===== src/rtl/dtc_rr_scheduler.sv =====
// Round-robin scheduler sharing one combinational decision-tree classifier among NUM_REQ requesters.
// Optional macro DTC_SCHED_STATS_EN adds saturating completion counters stat_total / stat_ones.
module dtc_rr_scheduler #(
  parameter int NUM_REQ = 4,
  parameter int FEAT_W  = 12
) (
  input  logic                      clk,
  input  logic                      rst,
  input  logic [NUM_REQ-1:0]        req_valid,
  input  logic [NUM_REQ*FEAT_W-1:0] req_feat,
  output logic [NUM_REQ-1:0]        req_ready,
  output logic [FEAT_W-1:0]         cls_inp,
  input  logic                      cls_outp,
  output logic [NUM_REQ-1:0]        rsp_valid,
  output logic                      rsp_class,
  input  logic [NUM_REQ-1:0]        rsp_ready,
`ifdef DTC_SCHED_STATS_EN
  output logic [15:0]               stat_total,
  output logic [15:0]               stat_ones,
`endif
  output logic                      busy
);

  localparam int GW = (NUM_REQ > 1) ? $clog2(NUM_REQ) : 1;

  typedef enum logic [1:0] {IDLE, EVAL, RESP} state_e;

  state_e            state_q, state_d;
  logic [FEAT_W-1:0] feat_q, feat_d;
  logic [GW-1:0]     grant_q, grant_d;
  logic [GW-1:0]     rr_ptr_q, rr_ptr_d;
  logic              class_q, class_d;

  logic              arb_found;
  logic [GW-1:0]     arb_sel;
  logic [GW-1:0]     grant_nxt;
  logic              done;
  int                arb_idx;

  // Scan upward from rr_ptr with wrap-around; first pending requester wins.
  always_comb begin
    arb_found = 1'b0;
    arb_sel   = '0;
    arb_idx   = 0;
    for (int k = 0; k < NUM_REQ; k++) begin
      arb_idx = int'(rr_ptr_q) + k;
      if (arb_idx >= NUM_REQ) arb_idx = arb_idx - NUM_REQ;
      if (!arb_found && req_valid[arb_idx]) begin
        arb_found = 1'b1;
        arb_sel   = GW'(arb_idx);
      end
    end
  end

  assign grant_nxt = (int'(grant_q) == NUM_REQ - 1) ? '0 : grant_q + GW'(1);

  always_comb begin
    state_d   = state_q;
    feat_d    = feat_q;
    grant_d   = grant_q;
    class_d   = class_q;
    rr_ptr_d  = rr_ptr_q;
    req_ready = '0;
    rsp_valid = '0;
    rsp_class = 1'b0;
    done      = 1'b0;
    case (state_q)
      IDLE: begin
        if (arb_found) begin
          req_ready[arb_sel] = 1'b1;
          feat_d             = req_feat[int'(arb_sel)*FEAT_W +: FEAT_W];
          grant_d            = arb_sel;
          state_d            = EVAL;
        end
      end
      EVAL: begin
        class_d = cls_outp;
        state_d = RESP;
      end
      RESP: begin
        rsp_valid[grant_q] = 1'b1;
        rsp_class          = class_q;
        // Only the granted requester's ready can retire the result.
        if (rsp_ready[grant_q]) begin
          done     = 1'b1;
          rr_ptr_d = grant_nxt;
          state_d  = IDLE;
        end
      end
      default: state_d = IDLE;
    endcase
  end

  always_ff @(posedge clk) begin
    if (rst) begin
      state_q  <= IDLE;
      feat_q   <= '0;
      grant_q  <= '0;
      rr_ptr_q <= '0;
      class_q  <= 1'b0;
    end else begin
      state_q  <= state_d;
      feat_q   <= feat_d;
      grant_q  <= grant_d;
      rr_ptr_q <= rr_ptr_d;
      class_q  <= class_d;
    end
  end

  assign cls_inp = feat_q;
  assign busy    = (state_q != IDLE);

`ifdef DTC_SCHED_STATS_EN
  logic [15:0] stat_total_q, stat_total_d;
  logic [15:0] stat_ones_q, stat_ones_d;

  always_comb begin
    stat_total_d = stat_total_q;
    stat_ones_d  = stat_ones_q;
    if (done) begin
      if (stat_total_q != 16'hFFFF) stat_total_d = stat_total_q + 16'd1;
      if (class_q && (stat_ones_q != 16'hFFFF)) stat_ones_d = stat_ones_q + 16'd1;
    end
  end

  always_ff @(posedge clk) begin
    if (rst) begin
      stat_total_q <= '0;
      stat_ones_q  <= '0;
    end else begin
      stat_total_q <= stat_total_d;
      stat_ones_q  <= stat_ones_d;
    end
  end

  assign stat_total = stat_total_q;
  assign stat_ones  = stat_ones_q;
`endif

endmodule

===== config.mk =====
export PLATFORM = sky130hd
export DESIGN_NAME = dtc_rr_scheduler
export DESIGN_NICKNAME = d
export VERILOG_FILES = /design/src/rtl/dtc_rr_scheduler.sv
export SDC_FILE = /design/constraint.sdc
export NUM_CORES = 1
export LEC_CHECK = 0
export BUFFER_PORTS_ARGS = -buffer_cell sky130_fd_sc_hd__buf_4
export CAP_MARGIN = 15
export CORE_UTILIZATION = 48
export DETAILED_ROUTE_END_ITERATION = 8
export HOLD_SLACK_MARGIN = 0.05
export PLACE_DENSITY_LB_ADDON = 0.1
export REMOVE_ABC_BUFFERS = 1
export SETUP_SLACK_MARGIN = 0.4
export SLEW_MARGIN = 20
export SYNTH_ARGS = -nofsm -noshare
export SYNTH_HDL_FRONTEND = slang
export SYNTH_SLANG_ARGS = --single-unit
export TNS_END_PERCENT = 1

===== constraint.sdc =====
create_clock -name clk -period 2.73 [get_ports clk]
set_input_delay 0.6825 -clock clk [delete_from_list [all_inputs] [get_ports clk]]
set_output_delay 0.6825 -clock clk [all_outputs]
set_load 0.02 [all_outputs]

# [After elaboration in Yosys (flattened, before gate mapping)]
# Index checks and enable logic that the tools add are counted.
[totals] in_bits=59 wordCells=83 ff_bits=19 out_inout_bits=22
[classes] n_mul=1 n_reduce_logical=13 magnitude_cmp=12 n_eq_ne=5 add_sub_neg=8 shift=1 n_mux=38
[op_table] op="$lt A32 B4 Y1 const B" n=4
[op_table] op="$mux W32" n=4
[op_table] op="$shiftx A48 B7 Y12" n=1
[op_table] op="$mux W1" n=16
[op_table] op="$mux W2" n=7
[op_table] op="$mux W4" n=3
[op_table] op="$sub A3 B3 Y4 const B" n=3
[op_table] op="$bmux W1 S2" n=5
[op_table] op="$ge A3 B3 Y1 const B" n=3
[op_table] op="$add A2 B2 Y3 const B" n=2
[op_table] op="$lt A2 B3 Y1 const B" n=2
[op_table] op="$pmux W2 S3" n=1
[op_table] op="$reduce_and A2 Y1" n=3
[op_table] op="$logic_and A1 B1 Y1" n=5
[op_table] op="$demux W1 S2" n=2
[op_table] op="$eq A2 B1 Y1 const B" n=2
[op_table] op="$ge A2 B1 Y1 const B" n=2
[op_table] op="$mul A2 B2 Y4 const B" n=1
[op_table] op="$ne A2 B2 Y1 const B" n=2
[op_table] op="$sub A2 B3 Y4 const B" n=1
[op_table] op="$add A2 B1 Y3 const B" n=1
[op_table] op="$ge A2 B3 Y1 const B" n=1
[op_table] op="$logic_not A1 Y1" n=3
[op_table] op="$add A2 B1 Y2 const B" n=1
[op_table] op="3 further kinds" n=3

# [Logic depth before layout (Yosys ltp)]
# Gate-level depths: netlist (run 1).
[logic_depth] word_depth=21 ltp_mapped=7 depth_no_buf=5

# [Least setup slack after synthesis (run 1)]
# OpenSTA, ideal clock, no wires.
[synth_timing] path_kind="input -> output" start="input port req_valid[2]" end="output port req_ready[0]" setup_slack_ps=188 n_path_buf=0 required_time_ps=2047 t_arrival_ps=1859 stages=4 cell_sequence="and2b_1 -> a311oi_2 -> nor2_1 -> a211oi_1"
[synth_between] elab_chain_len=19 elab_cells_between_ends=33 classes_between="2 x order compare; 24 x mux; 7 x reduce/logical"
[synth_lines] element="start, declared" line="9" text="input logic [NUM_REQ-1:0] req_valid,"
[synth_lines] element="$bmux W1 S2" line="48" text="if (!arb_found && req_valid[arb_idx]) begin"
[synth_lines] element="$mux W1 (not written as such) (2 in a row)" line="48"
[synth_lines] element="$mux W1" line="48"
[synth_lines] element="$logic_not A1 Y1" line="48"
[synth_lines] element="$logic_and A1 B1 Y1" line="48"
[synth_lines] element="$mux W1" line="48"
[synth_lines] element="$logic_not A1 Y1" line="48"
[synth_lines] element="$logic_and A1 B1 Y1" line="48"
[synth_lines] element="[2 not listed]"
[synth_lines] element="$logic_and A1 B1 Y1" line="48"
[synth_lines] element="$mux W2" line="48"
[synth_lines] element="$lt A2 B3 Y1 (not written as such) or $ge A2 B1 Y1 (tied branches)" line="70" text="req_ready[arb_sel] = 1'b1;"
[synth_lines] element="$logic_and A1 B1 Y1 (not written as such)" line="70"
[synth_lines] element="$mux W1 (not written as such)" line="70"
[synth_lines] element="$demux W1 S2" line="70"
[synth_lines] element="$mux W4 (*)" line="69" text="if (arb_found) begin"
[synth_lines] element="$mux W4 (*)" line="67" text="case (state_q)"
[synth_lines] element="end, declared" line="11" text="output logic [NUM_REQ-1:0] req_ready,"
# Every way passes the cells marked *; elsewhere a longest branch is shown, timed or not. The select of a mux whose other input is x is not followed.

# [Final worst setup path (run 1)]
[layout_timing] start="input port req_valid[2]" end="output port req_ready[3]"
# The elaborated chain is that of the path after synthesis.

==> run summary, run 1 <==
Delay-heaviest family, CP - buffers and inverters
CTS tree - done
Ys flop type - dfxtp_1
Max incr delay on CP - 0.35 ns
Final min period - 2.42 ns
Setup TNS - 0 ns
Net Sw Frac - 35.4%
Fill count - 171
Post-DP Area - 0.00205 mm2
Proportion of layout cells with a drive suffix above 1 - 52.1%
IO buf count - 80
RePlAce Congestion - 0.813
Clk pwr share - 17.0%
Number of synthesized register bits - 19
Hold-fix buffers at CTS - 0
Power, Total - 900 uW
Wire per inst - 15.8 um
Max Cap Viol - 0
Hold Fails Final Rpt - 0
Ports - 81
Int Pwr - 582 uW
Core area - 0.00281 mm2
Yosys warns - 0
Initial DRC count - 79
Clock root cell - clkbuf_4
Clk_skew - 0.00503 ns
Min-delay src - cls_inp[11]$_SDFFE_PP0P_
Vias in the first global route - 1504
Critical path's slowest cell - a311oi_4
Vias/cell - 5.63
Aggregate global-route resource usage - 27.8%
Post-route cell area - 0.00232 mm2
Hpwl dp - 3.04 mm
Worst path arrival time - 1.74 ns
Skew-Pair Late Insertion Delay - 0.31 ns
Most area-hungry cell type in the Yosys netlist - dfxtp_1
Die Wd - 56.9 um
Initial core utilization - 51.6%
Status - complete, but fails checks
Critical path startpoint category - input port
Total gr overflow - 0
Crit share post-route - 88.6%
Crit path buf inv count - 3
Syn-to-layout area delta - 60.5%
Detail Route Antenna Nets - 0
EDFF count, synth - 0
Crit. End Element - output port
Seq/Total Area, Yosys - 26.3%
NetSw - 318 uW
Clk sinks - 19
Leak - 0.00109 uW
Initial antenna violation count - 0
Iteration count of the initial detailed-routing pass - 6
Detailed-route wire length - 4.62 mm
Unrepaired setup endpoints after global routing - yes
Vias - 1644
FP Rows - 19
Worst rel slew slack - 33.6%
Die H - 56.9 um
Synth Instances - 166
Worst path required time - 2.05 ns
FMAX - 413 MHz
Setup WS post-layout - 0.311 ns
Largest net degree at the start of global routing - 14
Combinational power share - 46.2%
FF-to-FF Start - state_q[1]$_SDFFE_PP0P_
Maximum VDD drop - 0.000239 V
Final number of setup-violating endpoints - 0
Maximum clock path buffer count - 2
Synth top area cells - dfxtp_1 (26%), mux2i_1 (9.7%), o211ai_2 (7.8%)
Worst Setup SP - req_valid[2]
Worst path cell trace - buf_12 -> and2b_1 -> a311oi_4 -> buf_4 -> nor3_4 -> buf_6
Failing checks - DRC
Power Density - 387 mW/mm2
Crit path max fanout - 6
Worst-Margin Slew - 0.988 ns
Nets - 325
Ys async rst share - 0%
Drt drc - 12
H-tree lvl count - 1
TritonCTS Buffers - 3
N_diodes - 0
Setup WS pre-CTS - 0.163 ns
Seq pwr share - 36.7%
Storage cell area - 385 um2
Die area - 0.00324 mm2
Reg clk slew, reported paths - 0.12 ns
Hold Crit Class - reg2reg
Syn avg cell area - 8.72 um2
Area share of the largest cell type after synthesis - 26.3%
Multi-input logic area - 0.00106 mm2
Max-slew violations - 0
Mapped cell area - 0.00145 mm2
Count of cell types in the netlist - 42
Worst hold margin - 0.479 ns
Crit Path Class - in2out
Wire length of the first global-routing pass - 6.89 mm
-- worst register-to-register path, delay by kind of cell, from the launching register on --
kind                   cells  cell delay [ns]
buffers and inverters      9             1.11
DFF                        1             0.34
AOI/OAI and AO/OA          2             0.41
and+or+nand+nor            2             0.36
-- worst paths after layout --
check | to | slack (ns) | cells past startpoint
setup / recovery | req_ready[3] | 0.31 | 6
hold / removal | cls_inp[11]$_SDFFE_PP0P_ | 0.48 | 2
setup reg to reg | grant_q[0]$_SDFFE_PP0P_ | 0.44 | 13
hold reg to reg | cls_inp[11]$_SDFFE_PP0P_ | 0.48 | 2
-- per-stage QoR --
| step | instances | util (%) |
|---|---|---|
| final | 292 | 82.8 |
| after global routing | 292 | 82.8 |
| after CTS | 289 | 79.6 |
| after detailed placement | 271 | 73.1 |
| after global placement | 271 | 73.1 |
| after floorplan | 155 | - |
-- synth_stat cells (3+ instances only) --
cell      instances
dfxtp_1          19
nand2b_1          3
nand3_1          13
o211ai_2          9
nor2_1            8
a21oi_1           6
inv_1             4
mux2i_1          14
buf_6             3
ha_1              4
and2_1            5
nand2_1          20
buf_2             5
o21ai_0          11
a21bo_1          10
-- logic make-up after synthesis --
| family | share of synthesized area [%] |
|---|---|
| AOI/OAI and AO/OA | 27.9 |
| adders and majority gates | 3.46 |
| buffers and inverters | 6.14 |
| DFF | 26.3 |
| muxes | 11.2 |
| and+or+nand+nor | 25.0 |
-- state kept, by name, indices dropped and copies added (netlist names) --
signal and count:
cls_inp 12, grant_q 2, rr_ptr_q 2, state_q 2
class_q 1
-- final cells by class --
type                       count  share of cell area [%]
inverter                       4                   0.646
sequential                    19                    16.6
clock buffer                   4                    1.13
tap                           31                    1.67
multi-input combinational    132                    45.7
timing repair buffer         102                    34.3
-- routing by layer --
metal,track usage (%),vias up,share of wire [%]
met5,0,-,0
met4,11.8,0,3.1
met2,49.6,80,51
met3,5.53,11,8.4
met1,32.1,760,37
li1,-,793,-
-- cells in the final DEF (no fill, tap or decap), types with 2 or more instances in the layout --
| cell | n |
|---|---|
| nand3_1 | 11 |
| ha_1 | 4 |
| a21bo_1 | 10 |
| and3_1 | 2 |
| nand2b_1 | 2 |
| o211ai_1 | 2 |
| clkbuf_4 | 3 |
| a21oi_1 | 5 |
| or2b_1 | 2 |
| nor2b_1 | 2 |
| mux2i_1 | 14 |
| inv_1 | 4 |
| dfxtp_1 | 17 |
| nand2_1 | 20 |
| o21ai_0 | 10 |
| o211ai_2 | 9 |
| nor2_1 | 6 |
| and2_1 | 5 |
| buf_6 | 3 |
| nand2b_4 | 2 |
| buf_4 | 97 |
-- what timing repair did --
| item | 4_1_cts | 5_1_grt |
|---|---|---|
| pin swaps | 6 | 5 |
| setup buffers | 14 | 3 |
| cloned | 0 | 0 |
| endpoints found under the hold margin | 0 | 0 |
| gates resized for setup | 13 | 14 |
| setup endpoints to repair | 4 | 5 |
-- power groups by stage --
stage                     registers, uW  logic, uW  clock network [uW]
final                               331        416                 153
after global routing                335        444                 166
after floorplan                     364        157                   0
after global placement              335        339                   0
after detailed placement            336        351                   0
after CTS                           331        389                 156
Note: power is estimated with default switching activity, not from simulation.
==> inputs of run 2 (changes only) <==
PLACE_DENSITY = 0.95   (was not set)
PLACE_DENSITY_LB_ADDON = not set   (was 0.1)
clock period = 3 ns   (was 2.73 ns; I/O delays follow)
==> run 2 against run 1 <==
Net effect:
- the run still ends with DRC left
- flip-flop and latch count unchanged
- highest routed layer unchanged
- routed wire length decreased by 12%
- die area unchanged
==> run summary, run 2 (synthesis results as in run 1) <==
Critical path startpoint category - input port
Crit path max fanout - 6
Nets - 307
Clk_skew - 0.00400 ns
Hpwl dp - 3.18 mm
Hold Crit Class - reg2reg
Clock root cell - clkbuf_4
Crit path buf inv count - 2
Die Wd - 56.9 um
Ports - 81
TritonCTS Buffers - 3
Clk sinks - 19
Final min period - 2.59 ns
Aggregate global-route resource usage - 25.2%
FF-to-FF Start - rr_ptr_q[0]$_SDFFE_PP0P_
FP Rows - 19
Crit share post-route - 86.3%
Largest net degree at the start of global routing - 14
Crit path top cell by count - buf_4
NetSw - 262 uW
Commonest non-fill, non-tap cells in the layout - buf_4 (84), nand2_1 (20), dfxtp_1 (18), mux2i_1 (14), nand3_1 (13)
Hold Fails Final Rpt - 0
Maximum clock path buffer count - 2
Max incr delay on CP - 0.29 ns
Worst path required time - 2.25 ns
RePlAce Congestion - 0.809
Delay-heaviest family, CP - simple AND/OR/NAND/NOR gates
Leak - 0.000980 uW
Worst path arrival time - 1.84 ns
Initial core utilization - 51.6%
Reg2Reg Setup Slack - 0.94 ns
Detail Route Antenna Nets - 0
Initial antenna violation count - 0
Power Density - 360 mW/mm2
Die area - 0.00324 mm2
Int Pwr - 492 uW
FMAX - 386 MHz
Min-delay src - cls_inp[4]$_SDFFE_PP0P_
Seq pwr share - 39.9%
Total gr overflow - 0
Worst rel slew slack - 36.6%
Syn-to-layout area delta - 44.9%
Vias/cell - 5.64
Wire length of the first global-routing pass - 6.51 mm
Hold depth - 2
Initial DRC count - 59
R2R depth - 6
Setup WS pre-CTS - 0.257 ns
Setup WS post-layout - 0.412 ns
Net Sw Frac - 34.7%
Drt drc - 12
CTS tree - done
Power, Total - 754 uW
Clk pwr share - 17.5%
Worst-Margin Slew - 0.943 ns
Final number of setup-violating endpoints - 0
Hold Path End - cls_inp[4]$_SDFFE_PP0P_
Core area - 0.00281 mm2
Proportion of layout cells with a drive suffix above 1 - 46.1%
H-tree lvl count - 1
Max Cap Viol - 0
Status - complete, but fails checks
Cell Count, Final, Fillers Out - 274
FF-to-FF End - cls_inp[0]$_SDFFE_PP0P_
Combinational power share - 42.6%
Hold-fix buffers at CTS - 0
Iteration count of the initial detailed-routing pass - 6
Critical path's slowest cell - or2_4
Crit Path Class - in2out
N_diodes - 0
Dpl cells - 269
IO buf count - 80
Detailed-route wire length - 4.06 mm
Worst hold margin - 0.484 ns
Maximum VDD drop - 0.000177 V
Worst path cell trace - buf_4 -> or2_4 -> o31a_1 -> nand3_1 -> nor3_1 -> buf_4
Failing checks - DRC
Max-slew violations - 0
Number of flip-flops in the largest register - 12
Unrepaired setup endpoints after global routing - yes
Die H - 56.9 um
Setup TNS - 0 ns
Wire per inst - 14.8 um
Fill count - 211
Vias - 1545
Vias in the first global route - 1582
Crit. End Element - output port
Skew-Pair Late Insertion Delay - 0.29 ns
Reg clk slew, reported paths - 0.12 ns
Commonest non-fill, non-tap cell in the layout - buf_4
run 2: what timing repair did:
action	4_1_cts	5_1_grt
gates resized for setup	3	4
setup buffers	1	0
pin swaps	1	1
endpoints found under the setup margin	4	4
run 2: worst register-to-register path: stages, from the launching register on:
cell	delay [ns]
dfxtp_1	0.38
and2b_1	0.25
a311oi_4	0.04
buf_4	0.16
nor4_2	0.77
a21bo_2	0.30
o211ai_1	0.08
run 2: per-layer routing:
layer	track usage, %	routed length (um)	up-vias
li1	-	-	754
met1	27.1	1570	729
met2	48.9	2170	56
met3	3.69	240	6
met4	9.41	79	0
met5	0	0	-
run 2: worst max path at each step:
stage,endpoint,slack (ns),from,depth (start not counted)
after floorplan,req_ready[0],0.32,req_valid[2],4
after global placement,req_ready[0],0.29,req_valid[2],6
after detailed placement,req_ready[0],0.26,req_valid[2],6
after CTS,req_ready[3],0.37,req_valid[1],6
after global routing,req_ready[3],0.35,req_valid[2],7
final,req_ready[3],0.41,req_valid[1],6
run 2: final cells by class:
class | count | area, um2 | area share [%]
multi-input cells | 132 | 1000 | 47.9
repair buffers | 84 | 631 | 30.1
flip-flops and latches | 19 | 382 | 18.2
clock buffers | 4 | 26.3 | 1.25
inverters | 4 | 15.0 | 0.716
well taps | 31 | 38.8 | 1.85
run 2: per-stage QoR:
step	util (%)	area [um2]
finish	74.8	2100
floorplan	-	1370
detailed placement	72.6	2040
global placement	72.6	2040
global route	74.8	2100
CTS	74.3	2080
run 2: power groups by stage:
stage                     Combinational (uW)  Clock [uW]  Sequential [uW]
after global placement                   306           0              305
after detailed placement                 314           0              307
after floorplan                          143           0              331
final                                    321         132              301
after CTS                                319         134              300
after global routing                     345         148              305
